$ cat config.mk
export PLATFORM = sky130hd
export DESIGN_NAME = idex_pipe_reg
export DESIGN_NICKNAME = d
export VERILOG_FILES = /design/src/rtl/idex_pipe_reg.sv
export SDC_FILE = /design/constraint.sdc
export NUM_CORES = 1
export LEC_CHECK = 0
export ABC_AREA = 1
export CAP_MARGIN = 20
export CORE_ASPECT_RATIO = 1.2
export CORE_UTILIZATION = 41
export CTS_BUF_LIST = sky130_fd_sc_hd__clkbuf_4 sky130_fd_sc_hd__clkbuf_8
export CTS_CLUSTER_SIZE = 8
export DETAILED_ROUTE_END_ITERATION = 12
export PLACE_DENSITY = 0.83
export SYNTH_ARGS = -nofsm -noshare
export SYNTH_HDL_FRONTEND = slang
export SYNTH_SLANG_ARGS = --single-unit
$ cat constraint.sdc
create_clock -name clk_i -period 5.95 [get_ports clk_i]
set_input_delay 0.8925 -clock clk_i [delete_from_list [all_inputs] [get_ports clk_i]]
set_output_delay 0.8925 -clock clk_i [all_outputs]
set_load 0.03 [all_outputs]
$ cat src/rtl/idex_pipe_reg.sv
// ID/EX pipeline register: DEPTH slots in series with stall, flush, per-entry valid,
// bubble gating of invalid inputs and a saturating bubble counter.
module idex_pipe_reg #(
  parameter int DATA_W = 32,
  parameter int REG_W  = 5,
  parameter int WB_W   = 2,
  parameter int M_W    = 2,
  parameter int EX_W   = 4,
  parameter int DEPTH  = 1,
  parameter int CNT_W  = 8
) (
  input  logic              clk_i,
  input  logic              rst_i,
  input  logic              stall_i,
  input  logic              flush_i,
  input  logic              valid_i,
  input  logic [WB_W-1:0]   WB_i,
  input  logic [M_W-1:0]    M_i,
  input  logic [EX_W-1:0]   EX_i,
  input  logic [DATA_W-1:0] data1_i,
  input  logic [DATA_W-1:0] data2_i,
  input  logic [DATA_W-1:0] signextend_i,
  input  logic [REG_W-1:0]  rs_i,
  input  logic [REG_W-1:0]  rt_i,
  input  logic [REG_W-1:0]  rd_i,
  output logic              valid_o,
  output logic [WB_W-1:0]   WB_o,
  output logic [M_W-1:0]    M_o,
  output logic [EX_W-1:0]   EX_o,
  output logic [DATA_W-1:0] data1_o,
  output logic [DATA_W-1:0] data2_o,
  output logic [DATA_W-1:0] signextend_o,
  output logic [REG_W-1:0]  rs_o,
  output logic [REG_W-1:0]  rt_o,
  output logic [REG_W-1:0]  rd_o,
  output logic [CNT_W-1:0]  bubble_cnt_o
);

  typedef struct packed {
    logic              valid;
    logic [WB_W-1:0]   wb;
    logic [M_W-1:0]    m;
    logic [EX_W-1:0]   ex;
    logic [DATA_W-1:0] data1;
    logic [DATA_W-1:0] data2;
    logic [DATA_W-1:0] sext;
    logic [REG_W-1:0]  rs;
    logic [REG_W-1:0]  rt;
    logic [REG_W-1:0]  rd;
  } entry_t;

  entry_t           r_slot [DEPTH];
  logic [CNT_W-1:0] r_bubble_cnt;
  entry_t           w_in;
  logic             w_cnt_sat;

  // Invalid inputs collapse to an all-zero bubble so no stray writes reach WB/MEM.
  always_comb begin
    w_in = '0;
    if (valid_i) begin
      w_in.valid = 1'b1;
      w_in.wb    = WB_i;
      w_in.m     = M_i;
      w_in.ex    = EX_i;
      w_in.data1 = data1_i;
      w_in.data2 = data2_i;
      w_in.sext  = signextend_i;
      w_in.rs    = rs_i;
      w_in.rt    = rt_i;
      w_in.rd    = rd_i;
    end else begin
      w_in = '0;
    end
  end

  assign w_cnt_sat = (r_bubble_cnt == {CNT_W{1'b1}});

  // Slot chain and bubble counter; priority is reset > flush > stall > advance.
  always_ff @(posedge clk_i) begin
    if (rst_i) begin
      for (int k = 0; k < DEPTH; k++) r_slot[k] <= '0;
      r_bubble_cnt <= '0;
    end else if (flush_i) begin
      for (int k = 0; k < DEPTH; k++) r_slot[k] <= '0;
      if (!w_cnt_sat) r_bubble_cnt <= r_bubble_cnt + {{(CNT_W-1){1'b0}}, 1'b1};
    end else if (!stall_i) begin
      r_slot[0] <= w_in;
      for (int k = 1; k < DEPTH; k++) r_slot[k] <= r_slot[k-1];
      if (!valid_i && !w_cnt_sat) r_bubble_cnt <= r_bubble_cnt + {{(CNT_W-1){1'b0}}, 1'b1};
    end
  end

  assign valid_o      = r_slot[DEPTH-1].valid;
  assign WB_o         = r_slot[DEPTH-1].wb;
  assign M_o          = r_slot[DEPTH-1].m;
  assign EX_o         = r_slot[DEPTH-1].ex;
  assign data1_o      = r_slot[DEPTH-1].data1;
  assign data2_o      = r_slot[DEPTH-1].data2;
  assign signextend_o = r_slot[DEPTH-1].sext;
  assign rs_o         = r_slot[DEPTH-1].rs;
  assign rt_o         = r_slot[DEPTH-1].rt;
  assign rd_o         = r_slot[DEPTH-1].rd;
  assign bubble_cnt_o = r_bubble_cnt;

endmodule
Word-level counts from Yosys, hierarchy flattened
Memories as Yosys holds them, arrays and structs flattened.
Index checks and enable logic that the tools add are counted.
{"block": "totals", "ff_bits": 8, "ramBits": 120, "inputBits": 124, "wordCells": 31, "n_memories": 1}
{"name": "r_slot", "words": 1, "word_bits": 120, "rd": 1, "rd_ports_with_merged_regs": 0, "write_ports": 1, "line": "52", "rtl": "entry_t r_slot [DEPTH];"}
{"block": "op_classes", "n_addsub": 1, "n_eq_ne": 3, "muxes": 18, "n_reduce_logical": 7}
{"op": "2-to-1 mux 120 bit", "n": 3}
{"op": "OR reduction 120 bit", "n": 2}
{"op": "2-to-1 mux 8 bit", "n": 4}
{"op": "2-to-1 mux 1 bit", "n": 11}
{"op": "adder 8 x 1 -> 8 bit, second input constant", "n": 1}
{"op": "== test 8 bit, second input constant", "n": 1}
{"op": "AND reduction 3 bit", "n": 1}
{"op": "logical NOT 1 bit", "n": 2}
{"op": "inequality test 2 x 1 -> 1 bit, second input constant", "n": 1}
{"op": "inequality test 2 bit, second input constant", "n": 1}
{"op": "nonzero test 2 bit", "n": 1}
{"op": "logical AND 1 bit", "n": 1}

Longest topological paths before layout
{"block": "logic_depth", "word_depth": 6, "ltp_mapped": 8, "mapped_depth_nobuf": 8}

Worst setup path before layout
No wires, ideal clock.
{"block": "synth_timing", "kind": "input-to-reg", "from": "input stall_i", "to": "memory r_slot[0][0] in the netlist's numbering (enable)", "setup_time_ns": 1.373, "arrival_ns": 3.629, "t_required_ns": 4.577, "path_slack_ns": 0.948, "stages": 1, "path_cell_list": "nand3_1"}
{"block": "synth_via", "elab_chain_len": 6}
{"item": "start, declared", "line": "14", "rtl": "input logic stall_i,"}
{"item": "2-to-1 mux 1 bit (*)", "line": "86", "rtl": "end else if (!stall_i) begin"}
{"item": "2-to-1 mux 1 bit (*)", "line": "83", "rtl": "end else if (flush_i) begin"}
{"item": "2-to-1 mux 1 bit (*)", "line": "80", "rtl": "if (rst_i) begin"}
{"item": "2-to-1 mux 1 bit (implied by the code) (*)", "line": "87", "rtl": "r_slot[0] <= w_in;"}
{"item": "OR reduction 120 bit (no line)"}
{"item": "2-to-1 mux 1 bit (no line) (*)"}
{"item": "end, declared", "line": "52"}
Every way passes the cells marked *; elsewhere a longest branch is shown, timed or not.

Final worst setup path
{"block": "layout_timing", "from": "input rst_i", "to": "memory r_slot[0][114] in the netlist's numbering (data pin)"}
{"block": "layout_via", "elab_chain_len": 4}
{"item": "start, declared", "line": "13", "rtl": "input logic rst_i,"}
{"item": "2-to-1 mux 1 bit", "line": "80"}
{"item": "2-to-1 mux 1 bit (implied by the code)", "line": "87"}
{"item": "OR reduction 120 bit (no line)"}
{"item": "2-to-1 mux 120 bit (no line)"}
Every way passes these cells.

==> qor.yml <==
run_status:
  status: "finished, final reports clean"
routing:
  vias_per_cell: 4.38
  wl_per_cell_um: 14.5
  firstDrtPassIters: 4
  drt_iter0_drc: 126
  num_vias: 3831
  totalWireLength_um: 12700
  postRouteAntennaNets: 0
  drc_errors: 0
pwr:
  vdd_ir_drop_max_mv: 0.159
  total_power_mw: 2.16
  power_density_mw_per_mm2: 266
  leakagePower_nw: 3.61
critical_path:
  cpLargestDelayFamily: "buffers and inverters"
  worstPathCellList: "clkdlybuf4s50_1 -> inv_2 -> and3_1 -> clkinv_2 -> buf_4 -> nor2_1"
  path_buf_inv: 4
  critPathKind: "primary input to flip-flop"
  crit_cells: 6
  crit_fanout: 74
  end_kind: "flip-flop"
  crit_required_ns: 6.22
  slowest_delay_ns: 0.71
  rr_worst_depth: 8
  crit_path_start_kind: "primary input"
  worst_path_max_delay_cell: "clkinv_2"
  arrival_ns: 3.31
grt:
  grt.met1_usage: 0.191
  globalRouteOverflowTotal: 0
  gr-usage-all-layers: 0.198
  antenna_found_initial: 0
  grt_max_degree: 75
  grt_pass1_wl_um: 18200
  grt_pass1_vias: 3798
  use_met2: 0.368
  top_usage_layer: "met2"
  grt_util_met3: 0.0820
floorplanning:
  die_w_um: 103
  num_rows: 44
  dieArea_mm2: 0.0128
  start_util: 0.419
  core_mm2: 0.0121
  die_h_um: 124
  pin_count: 252
cells_and_area:
  nets: 826
  drive_gt1_frac: 0.0532
  area_growth_pct: 60.8
  antenna-diode-count: 0
  stdcell_area_mm2: 0.00812
sta:
  setup_ws_ns: 2.91
  clock_skew_ns: 0.00587
  relSlewSlack: 0.376
  min_period_ns: 3.04
  slew_viol_final: 0
  rsz0062_at_grt: "false"
  setup_viol: 0
  worst_hold_slack_ns: 0.543
  hold_viol_final: 0
  fin_setup_tns_ns: 0
  final.period_utilization: 0.511
  worst_pin_slew_ns: 0.937
  max_freq_mhz: 329
logic_synthesis:
  yosys_warnings: 0
  ys_ff_latch: 128
  yosysSeqAreaShare: 0.746
  syn_avg_cell_area_um2: 11.4
  synthCells: 441
  syn-cell-area_mm2: 0.00505
  synthTopCellsByArea: "edfxtp_1 71%, nor2_1 9.7%, inv_1 9.3%"
  yosysTopAreaCell: "edfxtp_1"
  synthesis.nets: 566
  yosys.area.top_type_share: 0.714
  synthDistinctLibCells: 20
clock_tree:
  cts_max_level: 4
  cts_hold_buf: 0
  cts_buffers: 17
  root_buffer: "clkbuf_8"
  cts_setup_buffers: 0
  cts_buffer_depth: 2
  clock-sinks: 128
  cts_tree: "yes"
  post_cts_resized: 0
  clk_pin_slew_ns: 0.08
  clk_latency_ns: 0.42
hold_path:
  hold_class: "flip-flop to flip-flop"
  holdPathStages: 2
placement:
  port_buffers: 251
  place.gp.congestion: 0.861
  dp_hpwl_um: 9410
  postPlaceCellArea_mm2: 0.00769
  post-place-ws_ns: 2.51
job:
  maxCapViolations: 0
[kinds of logic after synthesis]
| kind of cell | after synthesis | synth area share |
|---|---|---|
| AO/OA/AOI/OAI | 10 | 0.0102 |
| XOR/XNOR | 3 | 0.00521 |
| adder cells (fa/ha/maj) | 1 | 0.00248 |
| buffers and inverters | 141 | 0.116 |
| flip-flops | 128 | 0.746 |
| AND/OR/NAND/NOR | 158 | 0.120 |
[state kept, by name, summed over array words and instances, names as in the netlist]
register      count
bubble_cnt_o      8
r_slot          120
[cell usage after synthesis (all sizes together)]
cell type and instances:
edfxtp 120, xor2 2, nand4 1, buf 13, and3 1, xnor2 1
a31oi 1, nand3 4, inv 128, nand2 21, ha 1, nor2 131
o21ai 4, dfxtp 8, a21oi 5
[final timing paths]
kind | from | slack [ns] | endpoint
max | rst_i | 2.91 | r_slot[0][114]
min | bubble_cnt_o[3] | 0.54 | bubble_cnt_o[3]
max reg2reg | bubble_cnt_o[1] | 4.46 | bubble_cnt_o[1]
min reg2reg | bubble_cnt_o[3] | 0.54 | bubble_cnt_o[3]
[report_power, final]
part	total (mW)	internal (mW)	leakage, nW	switching [mW]
clock network	0.796	0.453	0.197	0.343
registers	1.04	1.03	1.45	0.0151
logic	0.321	0.156	1.96	0.165
total	2.16	1.63	3.61	0.523
[layout by cell type (no fill, tap or decap), types with 2 or more instances in the layout]
cell             netlist  layout
clkinv_1               0       3
inv_1                125     125
nor2_1               130     130
edfxtp_1             120     120
dfxtp_1                8       8
clkbuf_8               0      17
o21ai_0                3       3
a21oi_1                5       5
inv_2                  3       2
nand3_1                4       3
clkinv_2               0       2
buf_4                 11       3
xor2_1                 2       2
clkdlybuf4s50_1        0     251
bufinv_16              0       4
clkinvlp_4             0       5
nand2_1               20      20
[worst reg2reg max path, stage by stage (launching register included)]
cell and delay, ns:
dfxtp_1 0.42, ha_1 0.22, inv_1 0.06, nor2_2 0.19
nand2_1 0.13, nand2_2 0.13, inv_2 0.08, nor2_1 0.10
nor2_1 0.05
[layer usage]
| layer | vias up | part of all wire |
|---|---|---|
| met5 | - | 0 |
| met4 | 0 | 0.020 |
| met3 | 21 | 0.080 |
| met2 | 181 | 0.55 |
| met1 | 1768 | 0.35 |
| li1 | 1861 | - |
[per-stage QoR]
step | util | instances
6_report | 0.673 | 875
5_1_grt | 0.673 | 875
4_1_cts | 0.673 | 875
3_5_place_dp | 0.638 | 843
3_3_place_gp | 0.638 | 843
2_1_floorplan | - | 441
[final cells by class]
cell class              count  area [µm²]
clock buffers              17         234
clock inverters            15         191
fillers                   887        3940
inverters                 128         482
multi-input cells         172         711
flip-flops and latches    128        3760
well taps                 161         201
repair buffers            254        2530
(Power assumes the default switching activity.)
